**src/rtl/reset_pkg.sv**
```systemverilog
// Shared types and constants for the reset sequencer and its domain handshakes.
package reset_pkg;

    typedef enum logic [2:0] {
        S_IDLE      = 3'd0,
        S_FULL_HOLD = 3'd1,
        S_DATA_REQ  = 3'd2,
        S_IO_REQ    = 3'd3,
        S_INST_REQ  = 3'd4,
        S_RESPOND   = 3'd5
    } reset_seq_state_t;

    localparam int unsigned RST_FULL = 3;
    localparam int unsigned RST_INST = 2;
    localparam int unsigned RST_IO   = 1;
    localparam int unsigned RST_DATA = 0;

    // First selected domain in data -> IO -> inst order; RESPOND when none remain.
    function automatic reset_seq_state_t first_domain(input logic [2:0] sel);
        if (sel[RST_DATA]) return S_DATA_REQ;
        if (sel[RST_IO])   return S_IO_REQ;
        if (sel[RST_INST]) return S_INST_REQ;
        return S_RESPOND;
    endfunction

endpackage

```
**src/rtl/reset_domain_handshake.sv**
```systemverilog
// One reset domain: holds its request until ack or timeout and keeps a sticky timeout flag.
module reset_domain_handshake (
    input  logic clk,
    input  logic async_rst,
    input  logic clk_en,
    input  logic i_start,
    input  logic i_ack,
    input  logic i_timeout_hit,
    input  logic i_clear_flag,
    output logic o_req,
    output logic o_done_c,
    output logic o_timed_out
);

    logic r_req;
    logic r_flag;

    // Ack takes priority over a coincident timeout.
    assign o_done_c    = r_req & (i_ack | i_timeout_hit);
    assign o_req       = r_req;
    assign o_timed_out = r_flag;

    always_ff @(posedge clk or posedge async_rst) begin
        if (async_rst) begin
            r_req  <= 1'b0;
            r_flag <= 1'b0;
        end else if (clk_en) begin
            if (i_start) begin
                r_req <= 1'b1;
            end else if (o_done_c) begin
                r_req <= 1'b0;
            end
            if (i_clear_flag) begin
                r_flag <= 1'b0;
            end else if (r_req && !i_ack && i_timeout_hit) begin
                r_flag <= 1'b1;
            end
        end
    end

endmodule

```
**src/rtl/reset_sequencer.sv**
```systemverilog
// Sequences per-domain reset requests or a timed full-system reset from a software reset pulse.
module reset_sequencer
    import reset_pkg::*;
#(
    parameter int unsigned FULL_RESET_CYCLES = 16,
    parameter int unsigned TIMEOUT_CYCLES    = 255
) (
    input  logic       clk,
    input  logic       async_rst,
    input  logic       clk_en,
    input  logic       SoftwareResetIn,
    input  logic [3:0] ResetVectorIn,
    output logic       DataResetReq,
    input  logic       DataResetAck,
    output logic       IOResetReq,
    input  logic       IOResetAck,
    output logic       InstResetReq,
    input  logic       InstResetAck,
    output logic       FullResetOut,
    output logic       ResetResponseOut,
    output logic       Busy,
    output logic [2:0] TimeoutFlags
);

    localparam int unsigned CNT_MAX = (FULL_RESET_CYCLES > TIMEOUT_CYCLES) ?
                                      FULL_RESET_CYCLES : TIMEOUT_CYCLES;
    localparam int unsigned CNT_W   = $clog2(CNT_MAX + 1);

    reset_seq_state_t r_state;
    reset_seq_state_t w_state_next;
    logic [CNT_W-1:0] r_cnt;
    logic [2:0]       r_sel;
    logic             r_full;
    logic             r_resp;
    logic             r_busy;
    logic             w_sel_load;
    logic             w_sel_clear;
    logic             w_flag_clr;
    logic             w_to_hit;
    logic             w_full_done;
    logic [2:0]       w_start;
    logic [2:0]       w_ack;
    logic [2:0]       w_done;
    logic [2:0]       w_req;
    logic [2:0]       w_flag;

    assign w_ack       = {InstResetAck, IOResetAck, DataResetAck};
    assign w_to_hit    = (r_cnt == CNT_W'(TIMEOUT_CYCLES - 1));
    assign w_full_done = (r_cnt == CNT_W'(FULL_RESET_CYCLES - 1));

    // Next-state decode and domain start strobes.
    always_comb begin
        w_state_next = r_state;
        w_sel_load   = 1'b0;
        w_sel_clear  = 1'b0;
        w_flag_clr   = 1'b0;
        w_start      = 3'b000;
        case (r_state)
            S_IDLE: begin
                if (SoftwareResetIn) begin
                    w_sel_load = 1'b1;
                    if (ResetVectorIn[RST_FULL]) begin
                        w_state_next = S_FULL_HOLD;
                    end else if (ResetVectorIn[2:0] != 3'b000) begin
                        w_state_next = first_domain(ResetVectorIn[2:0]);
                    end
                end
            end
            S_FULL_HOLD: begin
                if (w_full_done) begin
                    w_state_next = S_IDLE;
                    w_sel_clear  = 1'b1;
                    w_flag_clr   = 1'b1;
                end
            end
            S_DATA_REQ: begin
                if (w_done[RST_DATA]) begin
                    w_state_next = first_domain({r_sel[RST_INST], r_sel[RST_IO], 1'b0});
                end
            end
            S_IO_REQ: begin
                if (w_done[RST_IO]) begin
                    w_state_next = first_domain({r_sel[RST_INST], 2'b00});
                end
            end
            S_INST_REQ: begin
                if (w_done[RST_INST]) begin
                    w_state_next = S_RESPOND;
                end
            end
            S_RESPOND: begin
                w_state_next = S_IDLE;
            end
            default: begin
                w_state_next = S_IDLE;
            end
        endcase
        w_start[RST_DATA] = (w_state_next == S_DATA_REQ) && (r_state != S_DATA_REQ);
        w_start[RST_IO]   = (w_state_next == S_IO_REQ)   && (r_state != S_IO_REQ);
        w_start[RST_INST] = (w_state_next == S_INST_REQ) && (r_state != S_INST_REQ);
    end

    // State, shared counter, latched selection and registered status outputs.
    always_ff @(posedge clk or posedge async_rst) begin
        if (async_rst) begin
            r_state <= S_IDLE;
            r_cnt   <= '0;
            r_sel   <= 3'b000;
            r_full  <= 1'b0;
            r_resp  <= 1'b0;
            r_busy  <= 1'b0;
        end else if (clk_en) begin
            r_state <= w_state_next;
            if (w_state_next != r_state) begin
                r_cnt <= '0;
            end else if (r_state != S_IDLE && r_state != S_RESPOND) begin
                r_cnt <= r_cnt + CNT_W'(1);
            end
            if (w_sel_load) begin
                r_sel <= ResetVectorIn[2:0];
            end else if (w_sel_clear) begin
                r_sel <= 3'b000;
            end
            r_full <= (w_state_next == S_FULL_HOLD);
            r_resp <= (w_state_next == S_RESPOND);
            r_busy <= (w_state_next != S_IDLE);
        end
    end

    for (genvar g = 0; g < 3; g++) begin : g_dom
        reset_domain_handshake u_hs (
            .clk          (clk),
            .async_rst    (async_rst),
            .clk_en       (clk_en),
            .i_start      (w_start[g]),
            .i_ack        (w_ack[g]),
            .i_timeout_hit(w_to_hit),
            .i_clear_flag (w_flag_clr),
            .o_req        (w_req[g]),
            .o_done_c     (w_done[g]),
            .o_timed_out  (w_flag[g])
        );
    end

    assign DataResetReq     = w_req[RST_DATA];
    assign IOResetReq       = w_req[RST_IO];
    assign InstResetReq     = w_req[RST_INST];
    assign TimeoutFlags     = w_flag;
    assign FullResetOut     = r_full;
    assign ResetResponseOut = r_resp;
    assign Busy             = r_busy;

endmodule

```
**config.mk**
```make
export PLATFORM = sky130hd
export DESIGN_NAME = reset_sequencer
export DESIGN_NICKNAME = d
export VERILOG_FILES = /design/src/rtl/reset_pkg.sv /design/src/rtl/reset_domain_handshake.sv /design/src/rtl/reset_sequencer.sv
export SDC_FILE = /design/constraint.sdc
export NUM_CORES = 1
export LEC_CHECK = 0
export CAP_MARGIN = 10
export CORE_ASPECT_RATIO = 0.7
export CORE_MARGIN = 3
export CORE_UTILIZATION = 35
export CTS_BUF_LIST = sky130_fd_sc_hd__clkbuf_4 sky130_fd_sc_hd__clkbuf_8
export DETAILED_ROUTE_END_ITERATION = 8
export DONT_BUFFER_PORTS = 1
export PLACE_DENSITY = 0.56
export SLEW_MARGIN = 10
export SYNTH_ARGS = -nofsm -noshare
export SYNTH_HDL_FRONTEND = slang
export SYNTH_SLANG_ARGS = --single-unit
export TNS_END_PERCENT = 30
```
**constraint.sdc**
```tcl
create_clock -name clk -period 3.31 [get_ports clk]
set_clock_uncertainty 0.2 [all_clocks]
set_input_delay 0.662 -clock clk [delete_from_list [all_inputs] [get_ports clk]]
set_output_delay 0.662 -clock clk [all_outputs]
set_load 0.01 [all_outputs]
```
==> impl_metrics.tcl, run 1 <==
set metrics [dict create \
    yosys_warnings 0 \
    synth-seq-cells 22 \
    totalWireLength_um 3630 \
    crit_type "flip-flop to flip-flop" \
    cp.required_ns 3.26 \
    reg2reg_slack_ns 0.87 \
    antenna_found_initial 0 \
    place.detailed.hpwl_um 2710 \
    fin_util 0.408 \
    holdWs_ns 0.260 \
    max_cap_viol_count 0 \
    cts-resized-gates 0 \
    ant_nets 0 \
    wl_per_cell_um 17.6 \
    yosysMostFrequentCell "nor2_1" \
    critPathTopFamily "compound AO/OA/AOI/OAI gates" \
    power_w 0.000938 \
    grt_pass1_vias 1188 \
    io_pins 20 \
    fin_crit_ns 2.44 \
    yosysSeqAreaShare 0.380 \
    vias_per_cell 5.88 \
    synthDominantCellAreaShare 0.380 \
    gp_congestion 0.829 \
    clockRootBuffer "clkbuf_8" \
    finalCritPeriodShare 0.736 \
    stdcell_count 206 \
    grt_remaining_overflow 0 \
    holdBufCountCts 0 \
    grt_start_max_net_pins 25 \
    yosysTopAreaCell "dfrtp_1" \
    worst-path-buf-inv 1 \
    slew_headroom 0.414 \
    synthTopCellsByCount "nor2_1, dfrtp_1, nand2_1" \
    pwr-share-clk 0.276 \
    portBuffers 0 \
    initial_core_util 0.387 \
    grt_pass1_wl_um 6020 \
    fp.dieW_um 82.9 \
    yosys_most_used_dff "dfrtp_1" \
    rsz0062_at_grt "false" \
    switching_share 0.367 \
    rows 18 \
    tns_ns 0 \
    syn_inst 161 \
    drt-pass1-iter-count 4 \
    cts_tree "done" \
    clk_latency_ns 0.27 \
    syn_to_final_growth_pct 5.36 \
    cts_sinks 22 \
    cts.path.max_buffers 2 \
    critPathSlowestCell "a221oi_4" \
    cp_slowest_stage_delay_ns 0.42 \
    synth_cell_types 51 \
    synth_edf_count 0 \
    n_antenna_cell 0 \
    fp.dieH_um 59.8 \
    intPower_w 0.000593 \
    synthTopCellsByArea "dfrtp_1, nor2_1, nand2_1, o21ai_0, inv_1" \
    cts_buffers 3 \
    syn_area_um2 1450 \
    cp-end-kind "flip-flop" \
    drive_above_1_share 0.103 \
    critPathMaxFanout 6 \
    powerDensity_nw_per_um2 615 \
    p_comb_frac 0.282 \
    grt_util_all_layers 0.154 \
    async_flop_share 1.00 \
    tightest_slew_ns 0.877 \
    crit_top_cell "nor2_1" \
    syn_nets 174 \
    drc 0 \
    crit_chain "inv_1, ha_1, nand4_1, o21ai_1, a22o_1, nor2_1, a221oi_4, nor2_1" \
    vias 1212 \
    hold_viol_final 0 \
    finalSetupViolCount 0 \
    outcome "completed" \
    power.switching_w 0.000345 \
    htreeDepth 1 \
    max-vdd-ir-drop_v 0.000220 \
    cts_setup_buffers 0 \
    design.core.area_um2 3740 \
    die_area_um2 4960 \
    nets 170 \
    p_seq_frac 0.442 \
    dp_cells 202 \
    worstPathArrival_ns 2.39 \
    cts.clk_slew.worst_paths_ns 0.09 \
    postSynthAreaPerCell_um2 8.99 \
    cp-start-kind "flip-flop" \
    p_leak_nw 0.650 \
    initialDrtViolationCount 124 \
    fmax_mhz 410 \
    slew_violations 0 \
    hold_path_class "input pin to async pin" \
]
-- cell families after synthesis --
family,share of synthesized area
xor+xnor,0.0363
flops,0.380
compound gates,0.219
buf+inv,0.0674
simple gates,0.280
fa+ha+maj,0.0173
-- final timing paths --
kind / end / startpoint / cells after the start
setup / recovery: r_cnt[4]$_DFFE_PP0P_ / r_cnt[0]$_DFFE_PP0P_ / 8
hold / removal: r_cnt[5]$_DFFE_PP0P_ / async_rst / 1
setup reg to reg: r_cnt[4]$_DFFE_PP0P_ / r_cnt[0]$_DFFE_PP0P_ / 8
hold reg to reg: g_dom[2].u_hs.o_timed_out$_DFFE_PP0P_ / g_dom[2].u_hs.o_timed_out$_DFFE_PP0P_ / 2
max in group asynchronous: FullResetOut$_DFFE_PP0P_ / async_rst / 1
min in group clk: r_state[1]$_DFFE_PP0P_ / clk_en / 1
-- flip-flops by register name, indices dropped and copies added, names as in the netlist --
name                    cells
r_cnt                       8
g_dom.u_hs.o_req            3
g_dom.u_hs.o_timed_out      3
r_state                     3
r_sel                       2
Busy                        1
FullResetOut                1
ResetResponseOut            1
-- per-stage QoR --
step                area [um2]  setup WS (ns)
floorplan                 1450           1.24
global placement          1450          0.948
detailed placement        1450          0.884
CTS                       1530          0.864
global route              1530          0.679
finish                    1530          0.874
-- metal layers --
layer  global-route usage  share of wire  up-vias
met4               0.0466          0.013        0
met3               0.0537          0.093        4
li1                     -              -      571
met5                    0              0        -
met1                0.206           0.47      595
met2                0.237           0.42       42
-- layout make-up --
cell class,instances,area (um2)
multi-input combinational,119,800
tap,50,62.6
sequential,22,551
clock buffer,3,41.3
fill,379,2210
inverter,11,41.3
clock inverter,1,30.0
-- layout by cell type, fill, tap and decap left out, types with 2 or more instances in the layout --
cell,instances
nor2_1,23
dfrtp_1,22
nand2_1,15
inv_1,11
o21ai_0,10
nand3_1,6
nand4_1,5
nor2b_1,4
o31ai_1,4
a41oi_1,4
a21oi_1,4
xor2_1,4
clkbuf_8,3
nand2b_1,2
a21o_1,2
xnor2_1,2
a31oi_1,2
ha_1,2
-- power by group through the flow --
stage               clock network (W)  registers (W)  logic, W
floorplan                           0       0.000373  0.000241
global placement                    0       0.000417  0.000256
detailed placement                  0       0.000420  0.000263
CTS                          0.000261       0.000416  0.000267
global route                 0.000275       0.000426  0.000299
finish                       0.000258       0.000415  0.000265
No activity file was read; power rests on OpenSTA's default activity.
==> inputs of run 2 (changes only) <==
PLACE_DENSITY = 0.58   (was 0.56)
clock period = 2.15 ns   (was 3.31 ns; I/O delays follow)
==> run 2 against run 1 <==
Global-route usage rose by 1.1 points. Register-to-register slack worse by 0.87 ns. Sequential cell count did not move. Clock power rose by 17%. Non-clock buffer count rose by 32. Final cell count increased by 16%. Cell area up 21%.
==> impl_metrics.tcl, run 2 (synthesis gave the netlist of run 1 again) <==
set metrics [dict create \
    outcome "completed" \
    drc 0 \
    grt_util_all_layers 0.166 \
    stdcell_count 238 \
    finalCritPeriodShare 0.998 \
    cts_tree "done" \
    cp-end-kind "flip-flop" \
    clockRootBuffer "clkbuf_8" \
    grt_pass1_vias 1259 \
    nets 202 \
    crit_type "flip-flop to flip-flop" \
    p_leak_nw 0.824 \
    power_w 0.00155 \
    slew_violations 0 \
    antenna_found_initial 0 \
    crit_chain "buf_4, nor2b_2, and4b_1, a2bb2oi_2, and3_4, a221oi_4, nor2_1" \
    grt_remaining_overflow 0 \
    rsz0062_at_grt "true" \
    n_antenna_cell 0 \
    slew_headroom 0.687 \
    grt_pass1_wl_um 6440 \
    drive_above_1_share 0.340 \
    worstPathArrival_ns 2.09 \
    fin_crit_ns 2.15 \
    wl_per_cell_um 16.8 \
    critPathSlowestCell "dfrtp_2" \
    fin_util 0.493 \
    die_area_um2 4960 \
    cp.required_ns 2.10 \
    intPower_w 0.000967 \
    fp.dieH_um 59.8 \
    switching_share 0.375 \
    powerDensity_nw_per_um2 841 \
    cts.path.max_buffers 2 \
    initialDrtViolationCount 90 \
    fmax_mhz 466 \
    final.setup.worst_slack_ns 0.00411 \
    final_cell_mix "buf_4, nor2_1, dfrtp_1" \
    dp_cells 226 \
    n_fill_cell 343 \
    htreeDepth 1 \
    final_common_cell "buf_4" \
    hold_path_class "input pin to flip-flop" \
    clk_latency_ns 0.26 \
    vias 1357 \
    pre_cts_ws_ns -0.0719 \
    grt_start_max_net_pins 25 \
    largest_reg_flops 8 \
    cp_slowest_stage_delay_ns 0.45 \
    finalSetupViolCount 0 \
    max_cap_viol_count 0 \
    critPathMaxFanout 5 \
    cts_sinks 22 \
    hold_viol_final 0 \
    vias_per_cell 5.70 \
    max-vdd-ir-drop_v 0.000363 \
    power.switching_w 0.000581 \
    initial_core_util 0.387 \
    holdWs_ns 0.0422 \
    portBuffers 0 \
    fp.dieW_um 82.9 \
    cts_buffers 3 \
    io_pins 20 \
    p_seq_frac 0.394 \
    cts.clk_slew.worst_paths_ns 0.08 \
    rows 18 \
    place.detailed.hpwl_um 2830 \
    cp-start-kind "flip-flop" \
    syn_to_final_growth_pct 27.2 \
    drt-pass1-iter-count 4 \
    design.core.area_um2 3740 \
    pwr-share-clk 0.196 \
    totalWireLength_um 3990 \
    ant_nets 0 \
    p_comb_frac 0.410 \
    tightest_slew_ns 0.465 \
    largest_register "r_cnt" \
    gp_congestion 0.844 \
]
run 2: layout make-up:
cell class	instances	area [um2]	share of cell area
Multi-Input combinational cell	119	875	0.475
Sequential cell	22	553	0.300
Timing Repair Buffer	32	255	0.139
Tap cell	50	62.6	0.0340
Clock buffer	4	55.1	0.0299
Inverter	11	41.3	0.0224
run 2: critical path: cells and delay by family (launching register included):
kind,cells,cell delay [ns]
buf+inv,1,0.15
compound gates,2,0.48
simple gates,4,0.75
flops,1,0.45
run 2: worst paths after layout:
| kind | start | cells after the start | end | slack, ns |
|---|---|---|---|---|
| max | r_state[2]$_DFFE_PP0P_ | 7 | r_cnt[5]$_DFFE_PP0P_ | 0.004 |
| min | clk_en | 1 | r_state[1]$_DFFE_PP0P_ | 0.04 |
| max reg2reg | r_state[2]$_DFFE_PP0P_ | 7 | r_cnt[5]$_DFFE_PP0P_ | 0.004 |
| min reg2reg | g_dom[2].u_hs.o_timed_out$_DFFE_PP0P_ | 2 | g_dom[2].u_hs.o_timed_out$_DFFE_PP0P_ | 0.37 |
| max in group asynchronous | async_rst | 3 | r_state[0]$_DFFE_PP0P_ | 1.06 |
| min in group asynchronous | async_rst | 3 | g_dom[1].u_hs.o_req$_DFFE_PP0P_ | 0.44 |
run 2: power groups by stage:
| stage | Sequential [W] | Combinational [W] | Clock (W) |
|---|---|---|---|
| finish | 0.000611 | 0.000634 | 0.000303 |
| global route | 0.000624 | 0.000694 | 0.000325 |
| CTS | 0.000603 | 0.000574 | 0.000307 |
| detailed placement | 0.000609 | 0.000556 | 0 |
| global placement | 0.000608 | 0.000549 | 0 |
| floorplan | 0.000575 | 0.000372 | 0 |
run 2: metal layers:
metal  wire length [um]  share of wire  GRT usage  vias up
met5                  0              0          0        -
met4                 32         0.0080     0.0350        0
met3                257          0.064     0.0565        2
met2               1700           0.42      0.237       41
met1               2000           0.50      0.241      679
li1                   -              -          -      635
run 2: timing repair:
action                                  in CTS  in global routing
hold endpoints to repair                    22                  0
hold buffers                                 1                  0
gates resized for setup                      5                 14
setup buffers                                6                  1
endpoints found under the setup margin       8                 14
pin swaps                                    7                  7
run 2: through the flow:
step | setup TNS [ns] | cell area, um2
CTS | -0.00432 | 1770
detailed placement | -0.346 | 1650
global route | -0.530 | 1840
finish | 0 | 1840
floorplan | 0 | 1450
global placement | -0.0466 | 1650
==> inputs of run 3 (changes only) <==
HOLD_SLACK_MARGIN = 0.05   (was default)
==> run 3 against run 2 <==
Sequential share of layout area is 0.32 points lower. Sequential power hardly changed. Critical path depth shrank 1. Fmax is 0.17% lower. Die area stayed put. Wire length increased by 1.2%. Critical path type unchanged. Critical endpoint unchanged.
==> impl_metrics.tcl, run 3 (synthesis gave the netlist of run 1 again) <==
set metrics [dict create \
    fin_util 0.498 \
    wl_per_cell_um 16.8 \
    cts.clk_slew.worst_paths_ns 0.08 \
    syn_to_final_growth_pct 28.6 \
    io_pins 20 \
    dp_cells 226 \
    vias 1375 \
    nets 204 \
    intPower_w 0.000970 \
    finalCritPeriodShare 1.00 \
    tightest_slew_ns 0.488 \
    fin_crit_ns 2.15 \
    finalSetupViolCount 0 \
    grt_remaining_overflow 0 \
    cp-end-kind "flip-flop" \
    fp.dieW_um 82.9 \
    vias_per_cell 5.73 \
    grt_util_all_layers 0.167 \
    power.switching_w 0.000587 \
    cp.required_ns 2.10 \
    stdcell_area_um2 1860 \
    cts_buffers 3 \
    largest_register "r_cnt" \
    largest_reg_flops 8 \
    whs_path_depth 1 \
    clk_latency_ns 0.27 \
    power_w 0.00156 \
    cts_sinks 22 \
    drc 0 \
    max-vdd-ir-drop_v 0.000366 \
    gp_congestion 0.844 \
    fmax_mhz 465 \
    fp.dieH_um 59.8 \
    hold_path_class "input pin to flip-flop" \
    final_common_cell "buf_4" \
    p_leak_nw 0.832 \
    grt_pass1_vias 1267 \
    grt_start_max_net_pins 24 \
    place.detailed.hpwl_um 2830 \
    design.core.area_um2 3740 \
    cts.path.max_buffers 2 \
    cts_tree "done" \
    pwr-share-clk 0.196 \
    drive_above_1_share 0.337 \
    powerDensity_nw_per_um2 836 \
    grt_pass1_wl_um 6490 \
    placed_cell_area_um2 1650 \
    clockRootBuffer "clkbuf_8" \
    ant_nets 0 \
    antenna_found_initial 0 \
    htreeDepth 1 \
    switching_share 0.377 \
    rows 18 \
    portBuffers 0 \
    max_cap_viol_count 0 \
    worstRegToRegCells 6 \
    slew_headroom 0.672 \
    critPathMaxFanout 6 \
    outcome "completed" \
    n_antenna_cell 0 \
    drt-pass1-iter-count 5 \
    crit_type "flip-flop to flip-flop" \
    holdWs_ns 0.0720 \
    initialDrtViolationCount 128 \
    final_cell_mix "buf_4, nor2_1, dfrtp_1" \
    rsz0062_at_grt "true" \
    slew_violations 0 \
    totalWireLength_um 4040 \
    initial_core_util 0.387 \
    n_fill_cell 340 \
    p_seq_frac 0.394 \
    die_area_um2 4960 \
    p_comb_frac 0.410 \
    stdcell_count 240 \
    worstPathArrival_ns 2.10 \
    cp-start-kind "flip-flop" \
    hold_viol_final 0 \
]
-- run 3: layer usage --
layer,wire [um],GRT usage,up-vias
met3,408,0.0565,10
met2,1710,0.239,66
met5,0,0,-
met1,1870,0.244,662
li1,-,-,637
met4,47,0.0350,0
-- run 3: power groups by stage --
| stage | combinational [W] | sequential (W) | clock (W) |
|---|---|---|---|
| after global routing | 0.000698 | 0.000624 | 0.000326 |
| after CTS | 0.000576 | 0.000603 | 0.000307 |
| final | 0.000638 | 0.000613 | 0.000306 |
| after detailed placement | 0.000556 | 0.000609 | 0 |
| after floorplan | 0.000372 | 0.000575 | 0 |
| after global placement | 0.000549 | 0.000608 | 0 |
-- run 3: final timing paths --
path,startpoint,endpoint,slack [ns]
min in group asynchronous,async_rst,g_dom[1].u_hs.o_req$_DFFE_PP0P_,0.44
max in group asynchronous,async_rst,r_state[2]$_DFFE_PP0P_,1.06
worst max-delay path,r_state[1]$_DFFE_PP0P_,r_cnt[5]$_DFFE_PP0P_,0.0004
worst max register to register,r_state[1]$_DFFE_PP0P_,r_cnt[5]$_DFFE_PP0P_,0.0004
worst min-delay path,clk_en,ResetResponseOut$_DFFE_PP0P_,0.07
worst min register to register,g_dom[2].u_hs.o_timed_out$_DFFE_PP0P_,g_dom[2].u_hs.o_timed_out$_DFFE_PP0P_,0.37
-- run 3: layout make-up --
| type | instances | area, um2 | share of cell area |
|---|---|---|---|
| Clock buffer | 4 | 55.1 | 0.0296 |
| Timing Repair Buffer | 34 | 275 | 0.148 |
| Sequential cell | 22 | 553 | 0.297 |
| Tap cell | 50 | 62.6 | 0.0336 |
| Multi-Input combinational cell | 119 | 875 | 0.470 |
| Inverter | 11 | 41.3 | 0.0222 |
-- run 3: critical path: stages, from the launching register on --
cell and delay, ns:
dfrtp_1 0.50, nor2b_2 0.31, and4b_1 0.24, a2bb2oi_2 0.10, and3_4 0.21, a221oi_4 0.38
nor2_1 0.09
-- run 3: what timing repair did --
action / CTS / global route
endpoints found under the hold margin: 24 / 1
pin swaps: 7 / 7
hold buffers: 2 / 1
buffers inserted: 6 / 1
resized for setup: 5 / 14
setup endpoints to repair: 8 / 14
-- run 3: per-stage QoR --
stage               worst slack (ns)  setup TNS [ns]
floorplan                      0.114               0
global placement             -0.0466         -0.0466
detailed placement           -0.0719          -0.346
CTS                         -0.00432        -0.00432
global route                  -0.118          -0.575
finish                      0.000416               0
